### config.mk
export PLATFORM = sky130hd
export DESIGN_NAME = ft64_amo_shift_seq
export DESIGN_NICKNAME = d
export VERILOG_FILES = /design/src/rtl/ft64_amo_pkg.sv /design/src/rtl/FT64_shifth.sv /design/src/rtl/ft64_amo_shift_seq.sv
export SDC_FILE = /design/constraint.sdc
export NUM_CORES = 1
export LEC_CHECK = 0
export ABC_AREA = 0
export CORE_ASPECT_RATIO = 0.6
export CORE_MARGIN = 2
export CORE_UTILIZATION = 42
export DETAILED_ROUTE_END_ITERATION = 8
export HOLD_SLACK_MARGIN = 0.02
export PLACE_DENSITY = 0.79
export RECOVER_POWER = 25
export SYNTH_ARGS = -nofsm -noshare
export SYNTH_HDL_FRONTEND = slang
export SYNTH_SLANG_ARGS = --single-unit
### constraint.sdc
create_clock -name clk_i -period 4.6 [get_ports clk_i]
set_input_delay 0.92 -clock clk_i [delete_from_list [all_inputs] [get_ports clk_i]]
set_output_delay 0.92 -clock clk_i [all_outputs]
set_load 0.005 [all_outputs]
### src/rtl/ft64_amo_pkg.sv
// Shared constants and types for the AMO shift/rotate read-modify-write sequencer.
package ft64_amo_pkg;

    localparam logic [5:0] AMO_OPCODE  = 6'h2F;

    localparam logic [5:0] FUNC_AMOSHL  = 6'h0C;
    localparam logic [5:0] FUNC_AMOSHR  = 6'h0D;
    localparam logic [5:0] FUNC_AMOASR  = 6'h0E;
    localparam logic [5:0] FUNC_AMOROL  = 6'h0F;
    localparam logic [5:0] FUNC_AMOSHLI = 6'h2C;
    localparam logic [5:0] FUNC_AMOSHRI = 6'h2D;
    localparam logic [5:0] FUNC_AMOASRI = 6'h2E;
    localparam logic [5:0] FUNC_AMOROLI = 6'h2F;

    typedef enum logic [2:0] {
        IDLE = 3'd0,
        RD   = 3'd1,
        CALC = 3'd2,
        WR   = 3'd3,
        DONE = 3'd4
    } amoState_e;

    function automatic logic isLegalAmo(input logic [5:0] opcode, input logic [5:0] func);
        logic funcOk;
        case (func)
            FUNC_AMOSHL, FUNC_AMOSHR, FUNC_AMOASR, FUNC_AMOROL,
            FUNC_AMOSHLI, FUNC_AMOSHRI, FUNC_AMOASRI, FUNC_AMOROLI: funcOk = 1'b1;
            default:                                                 funcOk = 1'b0;
        endcase
        return (opcode == AMO_OPCODE) && funcOk;
    endfunction

endpackage

### src/rtl/FT64_shifth.sv
// Combinational shift/rotate unit for the AMO shift family; operation chosen by func.
module FT64_shifth
    import ft64_amo_pkg::*;
#(
    parameter int DMSB        = 31,
    parameter bit ROTATE_INSN = 1'b1,
    localparam int W          = DMSB + 1,
    localparam int SW         = $clog2(W)
) (
    input  logic [5:0]    func_i,
    input  logic [DMSB:0] a_i,
    input  logic [SW-1:0] b_i,
    output logic [DMSB:0] res_o,
    output logic          ov_o
);

    localparam logic [DMSB:0] NO_ROTATE = W'(32'hDEADDEAD);

    logic [DMSB:0] spill;
    logic [DMSB:0] rotated;

    // spill holds the bits pushed out of the top by a left shift; zero for b=0
    assign spill   = a_i >> (W - int'(b_i));
    assign rotated = (a_i << b_i) | spill;

    always_comb begin
        res_o = '0;
        ov_o  = 1'b0;
        case (func_i)
            FUNC_AMOSHL, FUNC_AMOSHLI: begin
                res_o = a_i << b_i;
                ov_o  = |spill;
            end
            FUNC_AMOSHR, FUNC_AMOSHRI: res_o = a_i >> b_i;
            FUNC_AMOASR, FUNC_AMOASRI: res_o = $signed(a_i) >>> b_i;
            FUNC_AMOROL, FUNC_AMOROLI: res_o = ROTATE_INSN ? rotated : NO_ROTATE;
            default:                   res_o = '0;
        endcase
    end

endmodule

### src/rtl/ft64_amo_shift_seq.sv
// AMO shift/rotate sequencer: locked bus read, shift via FT64_shifth, write back,
// and return the original memory word.
module ft64_amo_shift_seq
    import ft64_amo_pkg::*;
#(
    parameter bit ROTATE_INSN = 1'b1,
    parameter int AW          = 32
) (
    input  logic          clk_i,
    input  logic          rst_ni,
    input  logic          req_valid_i,
    output logic          req_ready_o,
    input  logic [31:0]   instr_i,
    input  logic [AW-1:0] adr_i,
    input  logic [31:0]   b_i,
    output logic          cyc_o,
    output logic          stb_o,
    output logic          we_o,
    output logic [3:0]    sel_o,
    output logic [AW-1:0] adr_o,
    output logic [31:0]   dat_o,
    input  logic [31:0]   dat_i,
    input  logic          ack_i,
    input  logic          err_i,
    output logic          rsp_valid_o,
    input  logic          rsp_ready_i,
    output logic [31:0]   rsp_data_o,
    output logic          rsp_err_o
);

    amoState_e     state_q, state_d;
    logic [5:0]    func_q;
    logic [4:0]    shamt_q;
    logic [AW-1:0] adr_q;
    logic [31:0]   oldValue_q, oldValue_d;
    logic [31:0]   datOut_q;
    logic [31:0]   shiftRes;
    logic          errNext;
    logic          accept;
    logic          legalReq;

    logic          reqReady_q;
    logic          cyc_q, stb_q, we_q;
    logic [3:0]    sel_q;
    logic          rspValid_q, rspErr_q;
    logic [31:0]   rspData_q;

    logic          unusedOv;
    logic [46:0]   unusedBits;

    assign unusedBits = {instr_i[25:6], b_i[31:5]};

    assign accept   = req_valid_i && (state_q == IDLE);
    assign legalReq = isLegalAmo(instr_i[5:0], instr_i[31:26]);

    FT64_shifth #(
        .DMSB        (31),
        .ROTATE_INSN (ROTATE_INSN)
    ) u_shifth (
        .func_i (func_q),
        .a_i    (oldValue_q),
        .b_i    (shamt_q),
        .res_o  (shiftRes),
        .ov_o   (unusedOv)
    );

    always_comb begin
        state_d    = state_q;
        oldValue_d = oldValue_q;
        errNext    = rspErr_q;
        case (state_q)
            IDLE: begin
                if (accept) begin
                    oldValue_d = '0;
                    if (legalReq) begin
                        state_d = RD;
                        errNext = 1'b0;
                    end else begin
                        state_d = DONE;
                        errNext = 1'b1;
                    end
                end
            end
            // err wins over a simultaneous ack on both bus phases
            RD: begin
                if (err_i) begin
                    state_d = DONE;
                    errNext = 1'b1;
                end else if (ack_i) begin
                    state_d    = CALC;
                    oldValue_d = dat_i;
                end
            end
            CALC: state_d = WR;
            WR: begin
                if (err_i) begin
                    state_d = DONE;
                    errNext = 1'b1;
                end else if (ack_i) begin
                    state_d = DONE;
                    errNext = 1'b0;
                end
            end
            DONE: begin
                if (rsp_ready_i) begin
                    state_d = IDLE;
                    errNext = 1'b0;
                end
            end
            default: state_d = IDLE;
        endcase
    end

    always_ff @(posedge clk_i or negedge rst_ni) begin
        if (!rst_ni) begin
            state_q    <= IDLE;
            oldValue_q <= '0;
            func_q     <= '0;
            shamt_q    <= '0;
            adr_q      <= '0;
            datOut_q   <= '0;
        end else begin
            state_q    <= state_d;
            oldValue_q <= oldValue_d;
            if (accept) begin
                func_q  <= instr_i[31:26];
                shamt_q <= b_i[4:0];
                adr_q   <= adr_i;
            end
            if (state_q == CALC) begin
                datOut_q <= shiftRes;
            end
        end
    end

    // Outputs are registered from the next state so the bus sees clean edges only
    always_ff @(posedge clk_i or negedge rst_ni) begin
        if (!rst_ni) begin
            reqReady_q <= 1'b1;
            cyc_q      <= 1'b0;
            stb_q      <= 1'b0;
            we_q       <= 1'b0;
            sel_q      <= 4'h0;
            rspValid_q <= 1'b0;
            rspErr_q   <= 1'b0;
            rspData_q  <= '0;
        end else begin
            reqReady_q <= (state_d == IDLE);
            cyc_q      <= (state_d == RD) || (state_d == CALC) || (state_d == WR);
            stb_q      <= (state_d == RD) || (state_d == WR);
            we_q       <= (state_d == WR);
            sel_q      <= ((state_d == RD) || (state_d == WR)) ? 4'hF : 4'h0;
            rspValid_q <= (state_d == DONE);
            rspErr_q   <= (state_d == DONE) ? errNext : 1'b0;
            rspData_q  <= (state_d == DONE) ? oldValue_d : '0;
        end
    end

    assign req_ready_o = reqReady_q;
    assign cyc_o       = cyc_q;
    assign stb_o       = stb_q;
    assign we_o        = we_q;
    assign sel_o       = sel_q;
    assign adr_o       = adr_q;
    assign dat_o       = datOut_q;
    assign rsp_valid_o = rspValid_q;
    assign rsp_err_o   = rspErr_q;
    assign rsp_data_o  = rspData_q;

endmodule

==> results summary, run 1 <==
The run finished, with violations left. The final reports fail on capacitance limit, slew limit. CTS placed an instance of clkbuf_16 at the clock tree root. The CTS buffer count is 17. The setup violation total in the final timing report came out at 0. The worst setup path is launched from a flip-flop. The global-route congestion overflow total came out at 0.

For this run, design rule violations remaining after detail routing come to 0. In this run the deepest clock path goes through 2 buffers. TritonCTS built the clock tree. The area of the placeable core came out at 0.0287 mm^2. The total number of placement rows is 48. The cell count of the worst reg-to-reg path is 7. The combinational family with the most area after synthesis is multiplexers. Synthesis inferred 147 register bits. The initial antenna violation count came out at 0.

The netlist uses between 80 and 90 different library cells. The mean area per synthesized cell is roughly 9.4 um^2. The critical path in this run is classified as flip-flop to flip-flop. Entering global routing, the biggest net connects between 100 and 150 pins. The final estimated routing congestion in global placement came out at between 1 and 1.5.

The post-synthesis share of cell area spent on and, or, nand and nor gates came out at between 15 and 20%. The post-synthesis cell count came out at between 1,000 and 1,500. The detailed router finished its first iteration with about 1,900 violations.

The startpoint identified for the worst register-to-register timing path is shamt_q[2]. Buffers added to address setup during post-CTS repair amount to 0. The count of warnings emitted by yosys came out at 0. The initial standard-cell utilization of the core came out at 42.6%. Data arrives at the worst endpoint at slightly above 4 ns. The antenna diode count came out at 0.

The worst register-to-register path ends at dat_o[18]. The setup slack on the worst flop-to-flop path is 0.76 ns. The post-route antenna net violation count came out at 0. The worst hold path terminates at dat_o[1].

The post-synthesis to final-layout area growth is 21.7%. The number of cells in the design after placement came out at between 1,500 and 2,000. The final-report hold violation count came out at 0. Detailed routing inserted a total of 12,400 vias. The biggest fanout along the worst timing path came out at 58. The detailed-route vias per instance is 6.88. The number of nets produced by synthesis is approximately 1,400. For the final routed database, the setup TNS stands at 0 ns. The number of flops mapped to enable cells by yosys is 0. The sink count of the clock tree came out at roughly 150. The synthesized netlist devotes 18.5% of its cell area to compound gates. After legalization and detailed placement, the total HPWL measured approximately 39,000 um.

The sum of internal, switching and leakage power is about 5.6 mW. The number of iterations in the first detailed-routing pass came out at 9. The final max-slew violation count is a little over 100. The data required time at the worst endpoint came out at around 5 ns. For this run, asynchronously set or reset flops after synthesis account for 100%.

The kind of capture point of the worst setup path is a flip-flop. The share of the Yosys chip area taken by registers is a little under a third. The die outline width is roughly 220 um.

The number of global-route vias before repair is roughly 12,000. The later-pin clock latency in the skew report is 0.46 ns. The total routing usage reported by global routing came out at ~36%.

The wire length of the first global-routing pass is around 79,000 um. The layout cell share with drive strength beyond 1 is between 10% and 20%. The hold buffer count at cts came out at 0. The arithmetic-cell share of the synthesized area counting full adders, half adders and majority gates came out at less than 1%. The worst IR drop on VDD is between 0.3 and 0.4 mV.

The clock-pin slew of the registers on the worst-case setup and hold paths is ~0.07 ns. The minimum period implied by the final worst setup slack is between 3 and 4 ns. The die covers approximately 0.031 mm^2.

The final layout contains 1,550 nets. The maximum frequency from static timing analysis came out at 0.260 GHz. In this run the power density over the cells is about 380 mW/mm^2. The finished layout holds approximately 1,800 standard cells, fillers aside. The setup skew after layout is about 0.0070 ns. The remaining max-slew budget at the tightest pin is -72.8%.

The hold path depth is 2. The type of the most critical hold path is flip-flop to flip-flop. The die is around 140 um tall. The number of I/O pins is between 200 and 250. At the pin with the least slew margin, the transition time is roughly 2.6 ns.

The number of H-tree branching levels came out at 4. The post-cts resize count came out at 0. The most critical setup path has its startpoint at shamt_q[2]. The final critical path takes up 83.5% of the cycle. The count of input and output buffers is around 190. The startpoint of the worst hold path is dat_o[1].

The average wire length per cell after detail routing is between 20 and 30 um. The final wirelength came out at around 53,000 um. The number of violations of the max-capacitance limit came out at 1. The number of filler cells placed in the layout is approximately 2,600. The netlist area before placement came out at about 0.012 mm^2. The share of the synthesized netlist area taken by xor and xnor gates is 0.491%. The static leakage power came out at slightly below 6 nW. For this run, the leading register cell type out of synthesis is dfrtp_1.

Setup repair after global routing left no endpoint under its margin. After synthesis, the share of cell area in mux cells is between 20% and 30%.
[per-layer routing]
layer | GRT usage, % | part of all wire, %
met1 | 50.9 | 41
met2 | 49.3 | 40
met3 | 13.8 | 16
met4 | 10.7 | 2.9
met5 | 2.90 | 0.22
[synthesized netlist by cell type, types with 26 or more instances]
cell type	number	share of area [%]
o21ai_0	49	2.0
nor3_1	26	1.1
mux4_2	70	13
buf_2	33	1.4
nor2_1	89	2.7
clkbuf_1	82	2.5
a21oi_1	77	3.2
mux2_2	96	8.8
a211oi_1	30	1.8
nand3_1	59	2.4
dfrtp_1	146	30
mux2i_1	91	7.4
nand2_1	144	4.4
[through the flow]
step                cell area (um^2)  setup slack (ns)  hold slack (ns)  utilization (%)
global route                   14900             0.617            0.522             51.8
detailed placement             14300              1.04            0.480             49.8
finish                         14900             0.761            0.506             51.8
CTS                            14900              1.01            0.502             51.9
floorplan                      12200              1.18            0.480                -
global placement               14300             0.912            0.482             49.8
[cell type report]
cell class                      instances  area (um^2)  share of cell area, %
Inverter                               10         37.5                  0.252
Clock inverter                         14          163                   1.09
Sequential cell                       147         3690                   24.8
Clock buffer                           17          425                   2.86
Multi-Input combinational cell       1000         7810                   52.5
Timing Repair Buffer                  239         2290                   15.4
Tap cell                              375          469                   3.15
[cell usage in the layout (no fill, tap or decap), types with 30 or more instances in the layout]
| cell | netlist | final |
|---|---|---|
| a211oi_1 | 30 | 30 |
| mux4_2 | 70 | 70 |
| nand2_1 | 144 | 143 |
| o21ai_0 | 49 | 49 |
| nor2_1 | 89 | 89 |
| mux2i_1 | 91 | 91 |
| nand3_1 | 59 | 59 |
| clkdlybuf4s50_1 | 0 | 189 |
| mux2_2 | 96 | 96 |
| buf_4 | 12 | 45 |
| dfrtp_1 | 146 | 142 |
| a21oi_1 | 77 | 77 |
[logic make-up (layout without fill, tap and decap cells)]
group / after synthesis / count (layout)
buffers and inverters: 159 / 280
adders and majority gates: 1 / 1
muxes: 259 / 259
xor gates and xnor gates: 6 / 6
DFF: 147 / 147
AOI/OAI and AO/OA: 329 / 329
and+or+nand+nor: 405 / 405
[power breakdown]
group	switching, mW	internal [mW]
sequential	0.200	1.42
combinational	1.52	1.02
clock	0.675	0.772
total	2.40	3.21
[worst max path at each step]
| stage | endpoint |
|---|---|
| final | dat_o[18] |
| after global placement | dat_o[18] |
| after detailed placement | dat_o[18] |
| after CTS | dat_o[18] |
| after floorplan | dat_o[28] |
| after global routing | rsp_data_o[27] |
[sequential cells by signal, summed over array words and instances (netlist names)]
signal	flops
we_o	1
req_ready_o	1
rsp_err_o	1
shamt_q	5
cyc_o	1
sel_o	1
func_q	5
dat_o	32
oldValue_q	32
rsp_valid_o	1
rsp_data_o	32
state_q	3
adr_o	32
[worst max-delay path, stage by stage (launching register included)]
cell and delay (ns):
dfrtp_4 0.75, o31ai_1 0.83, nand2_1 0.58, mux2_2 0.38
a221oi_1 0.11, a2111oi_0 0.73, buf_4 0.22, o21ai_1 0.05
Power figures use the tool's default switching activity.
==> run 2: changes to the inputs <==
--- a/config.mk
+++ b/config.mk
@@ -11,7 +11,7 @@
 export CORE_UTILIZATION = 42
 export DETAILED_ROUTE_END_ITERATION = 8
 export HOLD_SLACK_MARGIN = 0.02
-export PLACE_DENSITY = 0.79
+export PLACE_DENSITY = 0.82
 export RECOVER_POWER = 25
 export SYNTH_ARGS = -nofsm -noshare
 export SYNTH_HDL_FRONTEND = slang
==> constraint.sdc (replaced) <==
create_clock -name clk_i -period 3.1 [get_ports clk_i]
set_input_delay 0.62 -clock clk_i [delete_from_list [all_inputs] [get_ports clk_i]]
set_output_delay 0.62 -clock clk_i [all_outputs]
set_load 0.005 [all_outputs]
==> results summary, run 2 (same netlist as run 1, synthesis figures left out) <==
The run finished, with violations left. The checks that failed: capacitance limit, slew limit. The biggest fanout along the worst timing path came out at 13.

TritonCTS built the clock tree. The CTS buffer count is 17. Data on the critical path is required at its endpoint by about 3.4 ns. The critical path launch point type is a flip-flop. The final-report hold violation count came to 0.

The area of the placeable core came out at 0.0287 mm^2. The number of iterations in the first detailed-routing pass is 5. The minimum period implied by the final worst setup slack came out at around 3.0 ns. The number of global-route vias before repair is about 12,000. The data arrival time of the worst path is about 3.3 ns. The first global-routing pass estimated about 82,000 um of wire.

Cells fill a little under three fifths of the core in the end. The number of I/O pins is 240. The initial standard-cell utilization of the core came out at 42.6%.

The placed instance area came out at 0.0152 mm^2. The final wirelength is 55,300 um. The detailed-route vias per instance is 6.70. The setup skew after layout came out at 0.0140 ns. The maximum cell stage delay along the critical path came out at approximately 0.66 ns. The count of placed standard cells in the final layout, fillers left out came out at approximately 1,900. The total die area came out at between 0.03 and 0.04 mm^2. The half-perimeter wire length after detailed placement is about 42,000 um. The number of cells in the design after placement came out at ~1,900.

After the last flow step, the layout net total stands at approximately 1,700. In this run the horizontal extent of the chip is 224 um. The final estimated routing congestion in global placement came out at between 1 and 1.5.

Setup violations remaining at the end of the flow were counted as 0. The later-pin clock latency in the skew report came out at about 0.45 ns. The remaining max-slew budget at the tightest pin came out at -1.03%. In the layout the commonest cells are clkdlybuf4s50_1 (190), nand2_1 (143), dfrtp_1 (142), buf_4 (138), mux2_2 (96).

The average wire length per cell after detail routing is 29.0 um. The clock-pin slew of the registers on the worst-case setup and hold paths came out at about 0.080 ns. The library cell used most frequently in the layout, excluding fill and tap cells, is clkdlybuf4s50_1. The buffer cell driving the clock tree root is clkbuf_16. The number of H-tree branching levels came out at 4. The power density over the cells is 559 mW/mm^2.

The slowest cell on the critical path is nor2_1. The clock drives between 100 and 150 sinks. The count of buffers added on input and output ports is approximately 190. STA classifies the critical path endpoint as a flip-flop. The total routing usage reported by global routing is 37.0%. The actual slew at the worst max-slew pin is roughly 1.5 ns. The layout cell share with drive strength beyond 1 came out at between 20% and 30%. The die outline height is around 140 um. The finished cells cover between 0.015 and 0.02 mm^2.

The sum of negative setup slack is 0 ns. The total number of placement rows came out at 48. The maximum frequency from static timing analysis came out at around 0.33 GHz. The post-route fraction of the period consumed by the critical path came out at 96.5%.

The post-synthesis to final-layout area growth is 29.2%. The critical path class is flip-flop to flip-flop. Setup repair after global routing left no endpoint under its margin. The number of violations of the max-capacitance limit is 1.

In this run the deepest clock path goes through 2 buffers. The static leakage power is 6.50 nW. The final max-slew violation count is 61. The total via count after detailed routing is between 10,000 and 15,000. Entering global routing, the biggest net connects 61 pins. In this run, the number of DRC markers left after iteration 0 of detailed routing was between 2,000 and 2,500. The initial antenna violation count came out at 1. The signal on the critical path passes through buf_12 > buf_4 > nor2_1 > nand2_1 > mux2i_1 > o22ai_1 > a221oi_1 > o221ai_1. The worst IR drop on VDD came out at approximately 0.52 mV.

The global-route congestion overflow total came out at 0. The DRC violation count after routing came out at 0. The post-route antenna net violation count is 0.

The type of the most critical hold path is flip-flop to flip-flop.
run 2: cell count changes in the layout (fill, tap and decap cells not counted), sizes merged:
| cell | delta |
|---|---|
| buf | +100 |
| clkbuf | +1 |
| clkdlybuf4s50 | +1 |
| clkinv | +1 |
| diode | +1 |
| dlygate4sd3 | -1 |
run 2: path summary, 6_finish.rpt:
kind | slack [ns] | endpoint | cells after the start | from
max in group asynchronous | 0.88 | adr_o[19] | 2 | rst_ni
min reg2reg | 0.50 | adr_o[20] | 1 | adr_o[20]
max reg2reg | 0.11 | dat_o[30] | 8 | shamt_q[0]
min in group asynchronous | 0.53 | rsp_data_o[9] | 1 | rst_ni
min | 0.50 | adr_o[20] | 1 | adr_o[20]
max | 0.11 | dat_o[30] | 8 | shamt_q[0]
run 2: area by class of cell:
type                            instances  area [um^2]
Fill cell                            2501        12900
Multi-Input combinational cell       1000         7840
Sequential cell                       147         3690
Timing Repair Buffer                  340         3130
Tap cell                              375          469
Clock buffer                           17          425
Clock inverter                         15          200
Inverter                               10         40.0
Antenna cell                            1         2.50
run 2: critical path: cells and delay by family, from the launching register on:
family,cells,cell delay (ns)
AOI/OAI and AO/OA,3,0.70
DFF,1,0.50
buffers and inverters,2,0.34
muxes,1,0.26
and+or+nand+nor,2,1.05
run 2: layer usage:
layer	vias up	part of all wire, %	global-route usage [%]
met5	-	0	0
met3	136	16	15.5
li1	5379	-	-
met2	971	41	51.9
met4	0	3.1	10.6
met1	6278	41	52.0
run 2: repair_timing:
action                                 in CTS  in global routing
endpoints found under the hold margin       0                  0
gates resized for setup                     0                  3
buffers inserted                            0                  1
hold buffers                                0                  0
setup endpoints to repair                   0                  3
run 2: power breakdown:
| group | total (mW) | switching [mW] | internal, mW |
|---|---|---|---|
| combinational | 4.38 | 2.52 | 1.85 |
| sequential | 2.26 | 0.161 | 2.10 |
| clock | 2.19 | 1.02 | 1.17 |
run 2: per-stage QoR:
step / setup WS, ns / total power, mW / hold slack [ns]
global placement: 0.105 / 6.48 / 0.478
detailed placement: 0.0950 / 6.52 / 0.491
floorplan: 0.0425 / 4.78 / 0.324
CTS: 0.0811 / 8.74 / 0.157
finish: 0.109 / 8.83 / 0.505
global route: 0.00865 / 9.16 / 0.514
